**src/rtl/moore_1101_detector.sv**
```systemverilog
// Moore FSM detecting the serial pattern 1101 with overlap; y flags the match state.
// Current and next state are exposed for debug.
module moore_1101_detector (
  input  logic       clk,
  input  logic       rst,
  input  logic       x,
  output logic       y,
  output logic [2:0] cs,
  output logic [2:0] ns
);

  typedef enum logic [2:0] {
    S0 = 3'b000,
    S1 = 3'b001,
    S2 = 3'b010,
    S3 = 3'b011,
    S4 = 3'b100
  } state_e;

  always_comb begin
    ns = S0;
    case (cs)
      S0:      ns = x ? S1 : S0;
      S1:      ns = x ? S2 : S0;
      S2:      ns = x ? S2 : S3;
      S3:      ns = x ? S4 : S0;
      // Trailing 1 of a match doubles as the "11" prefix of the next one.
      S4:      ns = x ? S2 : S0;
      default: ns = S0;
    endcase
  end

  always_ff @(posedge clk or negedge rst) begin
    if (!rst) begin
      cs <= S0;
    end else begin
      cs <= ns;
    end
  end

  assign y = (cs == S4);

endmodule

```
**config.mk**
```make
export PLATFORM = sky130hd
export DESIGN_NAME = moore_1101_detector
export DESIGN_NICKNAME = d
export VERILOG_FILES = /design/src/rtl/moore_1101_detector.sv
export SDC_FILE = /design/constraint.sdc
export NUM_CORES = 1
export LEC_CHECK = 0
export ABC_AREA = 1
export CORE_AREA = 4 4 41 43
export DETAILED_ROUTE_END_ITERATION = 10
export DIE_AREA = 0 0 45 47
export PLACE_DENSITY = 0.37
export RECOVER_POWER = 50
export SYNTH_ARGS = -nofsm -noshare
export SYNTH_HDL_FRONTEND = slang
export SYNTH_SLANG_ARGS = --single-unit
```
**constraint.sdc**
```tcl
create_clock -name clk -period 2.2 [get_ports clk]
set_input_delay 0.44 -clock clk [delete_from_list [all_inputs] [get_ports clk]]
set_output_delay 0.44 -clock clk [all_outputs]
set_load 0.02 [all_outputs]
```
==> metrics.log <==
INFO  metric antenna_found_initial = 0
INFO  metric cts.clk_slew.worst_paths = 0.03 ns
INFO  metric num-nets-final = 36
INFO  metric dp.final_hpwl = 346 um
INFO  metric fillerInstances = 158
INFO  metric synth_top_family_by_area = simple AND/OR/NAND/NOR gates
INFO  metric outcome = finished, final reports clean
INFO  metric cp.arrival = 1.62 ns
INFO  metric yosysSeqAreaShare = approximately 52%
INFO  metric finalWorstPathRequiredPeriod = 2.06 ns
INFO  metric hold_path.class = in2async
INFO  metric grt_pass1_wl = 745 um
INFO  metric finish.utilization = a little over a fifth
INFO  metric clock_tree.buffer_depth = 2
INFO  metric clk_latency_worst_skew_pair = about 0.23 ns
INFO  metric insertedDiodeCount = 0
INFO  metric ys.warnings.count = 0
INFO  metric timing_hold_violations_final = 0
INFO  metric synth-compound-area-share = 3.48%
INFO  metric postCtsSetupBuffers = 0
INFO  metric routed_wl = approximately 430 um
INFO  metric whs = about 0.46 ns
INFO  metric cts_max_level = 1
INFO  metric maxSlewViolCount = 0
INFO  metric grt_overflow_total = 0
INFO  metric design.core.area = 1300 sq um
INFO  metric dpl_worst_slack = -0.130 ns
INFO  metric number_of_max_capacitance_violations_reported = 0
INFO  metric final_replace_weighted_congestion = 0.663
INFO  metric syn-num-nets = 22
INFO  metric dieWidth = 45 um
INFO  metric hold_buffer_count_at_cts = 0
INFO  metric initial_utilization = 11.1%
INFO  metric die_y = about 47 um
INFO  metric max_clock_freq = a little under 500 MHz
INFO  metric worst_slack = 0.142 ns
INFO  metric multi_input_comb_area = 57.6 sq um
INFO  metric place.detailed.instances = 43
INFO  metric cp_data_required_time = 1.76 ns
INFO  metric cts_buffers = 3
INFO  metric worst-setup-path-type = in2out
INFO  metric layout-area-overhead-vs-synth = 93.9%
INFO  metric min_period_over_period = 93.6%
INFO  metric num_rows = 13
INFO  metric synth_simple_gate_area_share = 36.5%
INFO  metric grt_start_max_net_pins = 5
INFO  metric power_per_cell_area = roughly 1500 nW/um^2
INFO  metric reg_top3 = cs: 3 flops
INFO  metric max_slew_margin = 83.7%
INFO  metric viasPerCell = roughly 3.7
INFO  metric synthMuxAreaShare = 0%
INFO  metric die_area = 2120 sq um
INFO  metric root_buffer = sky130_fd_sc_hd__clkbuf_4
INFO  metric sequential_cell_area = between 70 and 80 sq um
INFO  metric syn_avg_cell_area = 7.57 sq um
INFO  metric endpoint_kind = output port
INFO  metric timing.critical_path.fanout_max = 3
INFO  metric synthesis.instances = 19
INFO  metric clock-skew-final = 0.000286 ns
INFO  metric syn_std_cell_area = 144 sq um
INFO  metric grt_usage = ~5.3%
INFO  metric r2r_slack = around 1.3 ns
INFO  metric tritoncts = built
INFO  metric final_layout_size_suffix_gt1_share = between 10% and 20%
INFO  metric via_count_of_the_first_global_routing_pass = 177
INFO  metric r2r_end = cs[2]
INFO  metric worst_r2r_path_depth = 3
INFO  metric worstReg2RegStart = cs[2]
INFO  metric setup_violations = 0
INFO  metric first_iter_violations = 1
INFO  metric dr_vias = roughly 180
INFO  metric yosys.area_share.adder = 0%
INFO  metric cp-endpoint = ns[2]
INFO  metric number_of_flip_flops_in_the_largest_register = 3
INFO  metric worst_ir_drop_vdd = around 0.47 mV
INFO  metric rsz_0062_raised_after_global_routing = false
INFO  metric post_drt_wl_per_cell = approximately 9 um
INFO  metric max_flop_register = cs
INFO  metric drt_pass1_iterations = 2
INFO  metric portBuffers = 9
INFO  metric clock_sinks = 3
INFO  metric drtAntennaViolNets = 0
INFO  metric drc_errors = 0
INFO  metric p_leak = about 0.15 nW
INFO  metric ports = 10
INFO  metric synthesized_area_fraction_occupied_by_xor_and_xnor_cells = 0%
INFO  metric worstSetupStartpointType = primary input
INFO  metric number_of_synthesized_register_bits = 3
INFO  metric worst-slew-pin-transition = 0.243 ns
INFO  metric synth.lib_cells_used.distinct = 9
INFO  metric setup.worst_path.start = x
INFO  metric stdcell_count = 47
[cell usage in the layout (no fill, tap or decap)]
| cell | count |
|---|---|
| sky130_fd_sc_hd__clkbuf_1 | 1 |
| sky130_fd_sc_hd__clkbuf_4 | 3 |
| sky130_fd_sc_hd__clkdlybuf4s50_1 | 5 |
| sky130_fd_sc_hd__dfrtp_1 | 3 |
| sky130_fd_sc_hd__dlygate4sd2_1 | 2 |
| sky130_fd_sc_hd__dlygate4sd3_1 | 1 |
| sky130_fd_sc_hd__dlymetal6s2s_1 | 1 |
| sky130_fd_sc_hd__inv_1 | 1 |
| sky130_fd_sc_hd__inv_2 | 2 |
| sky130_fd_sc_hd__nand2_1 | 5 |
| sky130_fd_sc_hd__nand2_2 | 1 |
| sky130_fd_sc_hd__nand3_1 | 3 |
| sky130_fd_sc_hd__nor2_1 | 2 |
| sky130_fd_sc_hd__nor3_1 | 1 |
| sky130_fd_sc_hd__o21ai_1 | 1 |
[critical path, stage by stage]
cell and delay (ns):
sky130_fd_sc_hd__clkdlybuf4s50_1 0.51, sky130_fd_sc_hd__nand2_1 0.09, sky130_fd_sc_hd__nor3_1 0.21, sky130_fd_sc_hd__dlygate4sd2_1 0.37
[Yosys cell counts]
cell / number / area (sq um)
sky130_fd_sc_hd__nor3_1: 1 / 5.00
sky130_fd_sc_hd__nand2_2: 1 / 6.26
sky130_fd_sc_hd__inv_2: 2 / 7.51
sky130_fd_sc_hd__inv_1: 1 / 3.75
sky130_fd_sc_hd__nand3_1: 3 / 15.0
sky130_fd_sc_hd__nor2_1: 2 / 7.51
sky130_fd_sc_hd__nand2_1: 5 / 18.8
sky130_fd_sc_hd__o21ai_1: 1 / 5.00
sky130_fd_sc_hd__dfrtp_1: 3 / 75.1
[what timing repair did]
item	4_1_cts	5_1_grt
endpoints found under the setup margin	2	1
gates cloned	0	0
gates resized for setup	2	1
[worst min-delay path by stage]
stage           from     to  slack (ns)  cells past startpoint
2_1_floorplan    rst  cs[0]        0.14                      0
3_3_place_gp   cs[0]  cs[2]        0.60                      2
3_5_place_dp   cs[1]  cs[2]        0.59                      2
4_1_cts          rst  cs[1]        0.39                      1
5_1_grt          rst  cs[1]        0.46                      1
6_report         rst  cs[2]        0.46                      1
[through the flow]
step           TNS (ns)  power (W)  instance area [sq um]
2_1_floorplan         0   0.000219                    144
3_3_place_gp     -0.248   0.000332                    253
3_5_place_dp     -0.220   0.000330                    253
4_1_cts               0   0.000424                    277
5_1_grt               0   0.000446                    279
6_report              0   0.000408                    279
[metal layers]
layer	global-route usage (%)	routed length, um	vias up
li1	-	-	90
met1	6.19	215	75
met2	5.93	154	10
met3	3.83	55	0
met4	5.26	0	0
met5	0	0	-
[where the power goes]
part	switching, W	leakage, nW	internal (W)	total [W]
combinational	0.000128	0.0911	0.0000909	0.000219
sequential	0.0000200	0.0391	0.0000754	0.0000955
clock	0.0000259	0.0150	0.0000678	0.0000937
[cells by family after synthesis]
family | after synthesis
AOI/OAI and AO/OA | 1
buffers and inverters | 3
DFF | 3
and+or+nand+nor | 12
[final cells by class]
class	count	share of cell area, %
Clock buffer	4	9.42
Timing Repair Buffer	9	32.3
Inverter	3	4.04
Sequential cell	3	26.9
Tap cell	15	6.73
Multi-Input combinational cell	13	20.6
Power figures use the tool's default switching activity.
